<file path="src/rtl/seq_detect_pkg.sv">
// Shared types and helpers for the serial pattern detector.
package seq_detect_pkg;

  // Detector states: nothing seen, partial window, full window matching / not matching.
  typedef enum logic [1:0] {
    EMPTY   = 2'd0,
    FILLING = 2'd1,
    MATCH   = 2'd2,
    NOMATCH = 2'd3
  } state_t;

  // Width needed to count valid history bits from 0 up to and including pat_w.
  function automatic int fill_width(input int pat_w);
    return $clog2(pat_w + 1);
  endfunction

endpackage

</file>
<file path="src/rtl/sat_counter.sv">
// Saturating up-counter with synchronous clear; clear wins over increment.
module sat_counter
  import seq_detect_pkg::*;
#(
  parameter int CNT_W = 8
) (
  input  logic             clk,
  input  logic             areset_n,
  input  logic             inc,
  input  logic             clr,
  output logic [CNT_W-1:0] cnt
);

  localparam logic [CNT_W-1:0] CNT_MAX = '1;

  // Next count for one increment, pinned at all-ones once reached.
  function automatic logic [CNT_W-1:0] sat_inc(input logic [CNT_W-1:0] v);
    return (v == CNT_MAX) ? v : v + CNT_W'(1);
  endfunction

  // Counter register: clear first, then saturating increment.
  always_ff @(posedge clk or negedge areset_n) begin
    if (!areset_n) begin
      cnt <= '0;
    end else if (clr) begin
      cnt <= '0;
    end else if (inc) begin
      cnt <= sat_inc(cnt);
    end
  end

endmodule

</file>
<file path="src/rtl/seq_detect_fsm.sv">
// Parametrised serial bit-pattern detector with loadable pattern, per-bit
// valid qualifier, overlapping / non-overlapping matching and a saturating
// match counter. Default parameters give the legacy overlapping "101" detector.
module seq_detect_fsm
  import seq_detect_pkg::*;
#(
  parameter int               PAT_W     = 3,
  parameter int               CNT_W     = 8,
  parameter logic [PAT_W-1:0] RESET_PAT = PAT_W'(3'b101)
) (
  input  logic             clk,
  input  logic             areset_n,
  input  logic             in_valid,
  input  logic             in,
  input  logic             overlap,
  input  logic             pat_load,
  input  logic [PAT_W-1:0] pat,
  input  logic             cnt_clr,
  output logic             out,
  output logic [CNT_W-1:0] match_cnt
);

  localparam int               FILL_W    = fill_width(PAT_W);
  localparam logic [FILL_W-1:0] FILL_FULL = FILL_W'(PAT_W);

  logic [PAT_W-1:0]  pat_q;
  logic [PAT_W-1:0]  hist;
  logic [FILL_W-1:0] fill;
  state_t            state;

  logic              accept;
  logic [PAT_W-1:0]  hist_nxt;
  logic [FILL_W-1:0] fill_nxt;
  logic              hit;

  // The oldest history bit falls off the window on every shift.
  logic              unused_hist_msb;
  assign unused_hist_msb = hist[PAT_W-1];

  // Window after the incoming bit and whether it completes a match; a pattern
  // load on the same edge discards the bit.
  always_comb begin
    accept   = in_valid & ~pat_load;
    hist_nxt = {hist[PAT_W-2:0], in};
    fill_nxt = (fill == FILL_FULL) ? FILL_FULL : fill + FILL_W'(1);
    hit      = accept && (fill_nxt == FILL_FULL) && (hist_nxt == pat_q);
  end

  // Pattern register, history window, fill count, state and registered match flag.
  always_ff @(posedge clk or negedge areset_n) begin
    if (!areset_n) begin
      pat_q <= RESET_PAT;
      hist  <= '0;
      fill  <= '0;
      state <= EMPTY;
      out   <= 1'b0;
    end else if (pat_load) begin
      pat_q <= pat;
      hist  <= '0;
      fill  <= '0;
      state <= EMPTY;
      out   <= 1'b0;
    end else if (accept) begin
      hist <= hist_nxt;
      case (state)
        // First bit of a fresh window can never complete a pattern of width >= 2.
        EMPTY: begin
          fill  <= fill_nxt;
          state <= FILLING;
          out   <= 1'b0;
        end
        // Partial and full windows share one evaluation; non-overlap restarts the window.
        default: begin
          if (hit) begin
            fill  <= overlap ? FILL_FULL : '0;
            state <= MATCH;
            out   <= 1'b1;
          end else begin
            fill  <= fill_nxt;
            state <= (fill_nxt == FILL_FULL) ? NOMATCH : FILLING;
            out   <= 1'b0;
          end
        end
      endcase
    end
  end

  // Match counter advances on the same edge the flag rises.
  sat_counter #(
    .CNT_W(CNT_W)
  ) u_cnt (
    .clk      (clk),
    .areset_n (areset_n),
    .inc      (hit),
    .clr      (cnt_clr),
    .cnt      (match_cnt)
  );

endmodule

</file>
<file path="config.mk">
export PLATFORM = sky130hd
export DESIGN_NAME = seq_detect_fsm
export DESIGN_NICKNAME = d
export VERILOG_FILES = /design/src/rtl/seq_detect_pkg.sv /design/src/rtl/sat_counter.sv /design/src/rtl/seq_detect_fsm.sv
export SDC_FILE = /design/constraint.sdc
export NUM_CORES = 1
export LEC_CHECK = 0
export ABC_CLOCK_PERIOD_IN_PS = 1790
export CAP_MARGIN = 0
export CORE_ASPECT_RATIO = 1.4
export CORE_MARGIN = 2
export CORE_UTILIZATION = 49
export CTS_CLUSTER_DIAMETER = 150
export DETAILED_ROUTE_END_ITERATION = 10
export PLACE_DENSITY = 0.77
export SLEW_MARGIN = 30
export SYNTH_ARGS = -nofsm -noshare
export SYNTH_HDL_FRONTEND = slang
export SYNTH_SLANG_ARGS = --single-unit
</file>
<file path="constraint.sdc">
create_clock -name clk -period 1.79 [get_ports clk]
set_input_delay 0.179 -clock clk [delete_from_list [all_inputs] [get_ports clk]]
set_output_delay 0.179 -clock clk [all_outputs]
set_load 0.01 [all_outputs]
</file>
==> flow_summary.yaml <==
worst_hold_path:
  hold_path_class: "input port to asynchronous set/reset pin"
setup_path:
  endpoint_kind: "register"
  worstPathRequired_ns: 1.97
  worstPathMaxFanout: 9
  start_kind: "register"
  path_class: "register to register"
  cp.arrival_ns: 1.84
final_layout:
  utilization: 0.6759
  areaGrowthSynthToFinish_pct: 29.12
  nets: 122
  drive_gt1_frac: 0.1909
  n_antenna_cell: 0
  final_cell_count_no_fill: 130
placement:
  dpl.hpwl_um: 1438
  io_buffers: 18
  place_inst: 126
  place_congestion: 0.7308
sta:
  hold_ws_ns: 0.2039
  rsz0062_at_grt: "false"
  max_freq_mhz: 602.1
  finalCriticalPeriod_ns: 1.661
  skew_ns: 0.004905
  final-hold-violation-count: 0
  drv_slew: 0
  fin_crit_sh: 0.9279
  slew-limit-headroom: 0.7743
  worst_pin_slew_ns: 0.3300
  report.final.setup_viol: 0
route:
  antenna_left: 0
  num_vias: 757
  drt_wl_total_um: 1869
  vias_per_cell: 5.823
  dr.pass1.iters: 4
  drt_iter0_drc: 7
  routedWlPerCell_um: 14.38
  drc: 0
yosys:
  synthArstFlopShare: 1.000
  synth.largest_area_cell: "dfrtp_1"
  synth_area_um2: 919.6
  synth_cell_types: 31
  yosys.cell_count.top_type: "dfrtp_1"
  yosys_register_bits: 18
  synthTopCellsByArea: "dfrtp_1, dfstp_2, a21oi_1"
  synthTopCellsByCount: "dfrtp_1, nor2_1, a21oi_1"
  synth_edf_count: 0
  synthCells: 84
  synth_top_area_share: 0.4354
  synth_fp_nets: 95
  postSynthAreaPerCell_um2: 10.95
  ys_seq_area_frac: 0.4925
  synth-main-ff-cell: "dfrtp_1"
  yosysWarnings: 0
power:
  p_leak_nw: 0.4810
  ir_drop_v: 0.0005429
  cellPowerDensity_nw_per_um2: 614.5
  finalPower_uw: 729.6
global_routing:
  overflow: 0
  grt_first_pass_wirelength_um: 3125
  antenna_found_initial: 0
  grt_pass1_vias: 771
  track_usage: 0.1977
  grt_max_degree: 19
floorplanning:
  core_area_um2: 1757
  start_util: 0.5235
  ios: 19
  die_x_um: 40.62
  dieArea_um2: 2244
  rows: 18
  die_h_um: 55.26
clock_network:
  clkSinkCount: 18
  cts-buffers-inserted: 3
  clock-root-buffer: "clkbuf_4"
  clkTransAtPathRegs_ns: 0.10
  cts_setup_buffers: 0
  htree_num_levels: 1
  ctsResizeCount: 0
  clock_latency_ns: 0.29
  clk_path_buf_depth: 2
  ctsHoldBuffers: 0
  cts_tree: "built"
run_status:
  status: "completed"
run:
  maxCapViolCount: 0
==> kinds of logic (layout without fill, tap and decap cells) <==
| group | after synthesis | count (layout) | share of synthesized area |
|---|---|---|---|
| mux | 7 | 7 | 0.08163 |
| fa+ha+maj | 1 | 1 | 0.01360 |
| simple gates | 34 | 34 | 0.2204 |
| flops | 18 | 18 | 0.4925 |
| xor+xnor | 3 | 3 | 0.04490 |
| buf+inv | 5 | 31 | 0.03672 |
| compound gates | 16 | 16 | 0.1102 |
==> power breakdown <==
group | total [mW] | switching [mW] | leakage (nW) | internal, mW
Clock | 0.204 | 0.117 | 0.0150 | 0.0867
Combinational | 0.0888 | 0.0396 | 0.228 | 0.0492
Sequential | 0.437 | 0.0121 | 0.238 | 0.425
==> metal layers <==
layer  track usage  wire length, µm  up-vias
li1              -                -      365
met1        0.2145              755      369
met2        0.3492              997       21
met3       0.02410               99        2
met4       0.08571               17        0
met5             0                0        -
==> critical path, stage by stage, from the launching register on <==
cell and delay (ns):
dfstp_2 0.56, xnor2_2 0.13, nand4_4 0.18, nor4_1 0.33
mux2_1 0.35
==> final cells by class <==
| type | instances | area (µm²) |
|---|---|---|
| sequential | 18 | 452.9 |
| tap | 20 | 25.02 |
| timing repair buffer | 26 | 240.2 |
| fill | 152 | 569.3 |
| inverter | 1 | 3.754 |
| clock buffer | 4 | 26.28 |
| multi-input combinational | 61 | 439.2 |
==> path summary, 6_finish.rpt <==
path,startpoint,cells past startpoint,slack [ns],endpoint
setup / recovery,pat_q[2],4,0.13,u_cnt.cnt[5]
hold / removal,areset_n,2,0.20,state[1]
setup reg to reg,pat_q[2],4,0.13,u_cnt.cnt[5]
hold reg to reg,out,1,0.49,out
max in group asynchronous,areset_n,2,1.32,pat_q[0]
min in group clk,out,1,0.49,out
==> state kept, by name, summed over array words and instances, names as in the netlist <==
register / count
u_cnt.cnt: 8
pat_q: 3
fill: 2
hist: 2
state: 2
out: 1
==> cells in the final DEF, fill, tap and decap left out, types with 3 or more instances in the layout <==
| cell type | n |
|---|---|
| nand3_1 | 4 |
| o31ai_1 | 3 |
| dfrtp_1 | 16 |
| or4_1 | 4 |
| nor3_1 | 3 |
| clkbuf_4 | 3 |
| clkdlybuf4s50_1 | 18 |
| a21oi_1 | 8 |
| mux2_2 | 3 |
| mux2i_1 | 3 |
| nor2_1 | 10 |
| buf_4 | 8 |
==> per-stage QoR <==
stage | instance area, µm² | setup TNS [ns] | setup WS [ns]
2_1_floorplan | 919.6 | 0 | 0.2222
3_3_place_gp | 1155 | -0.06540 | -0.04552
3_5_place_dp | 1155 | -0.8112 | -0.1657
4_1_cts | 1181 | 0 | 0.06806
5_1_grt | 1187 | 0 | 0.04219
6_report | 1187 | 0 | 0.1290
No activity file was read; power rests on OpenSTA's default activity.
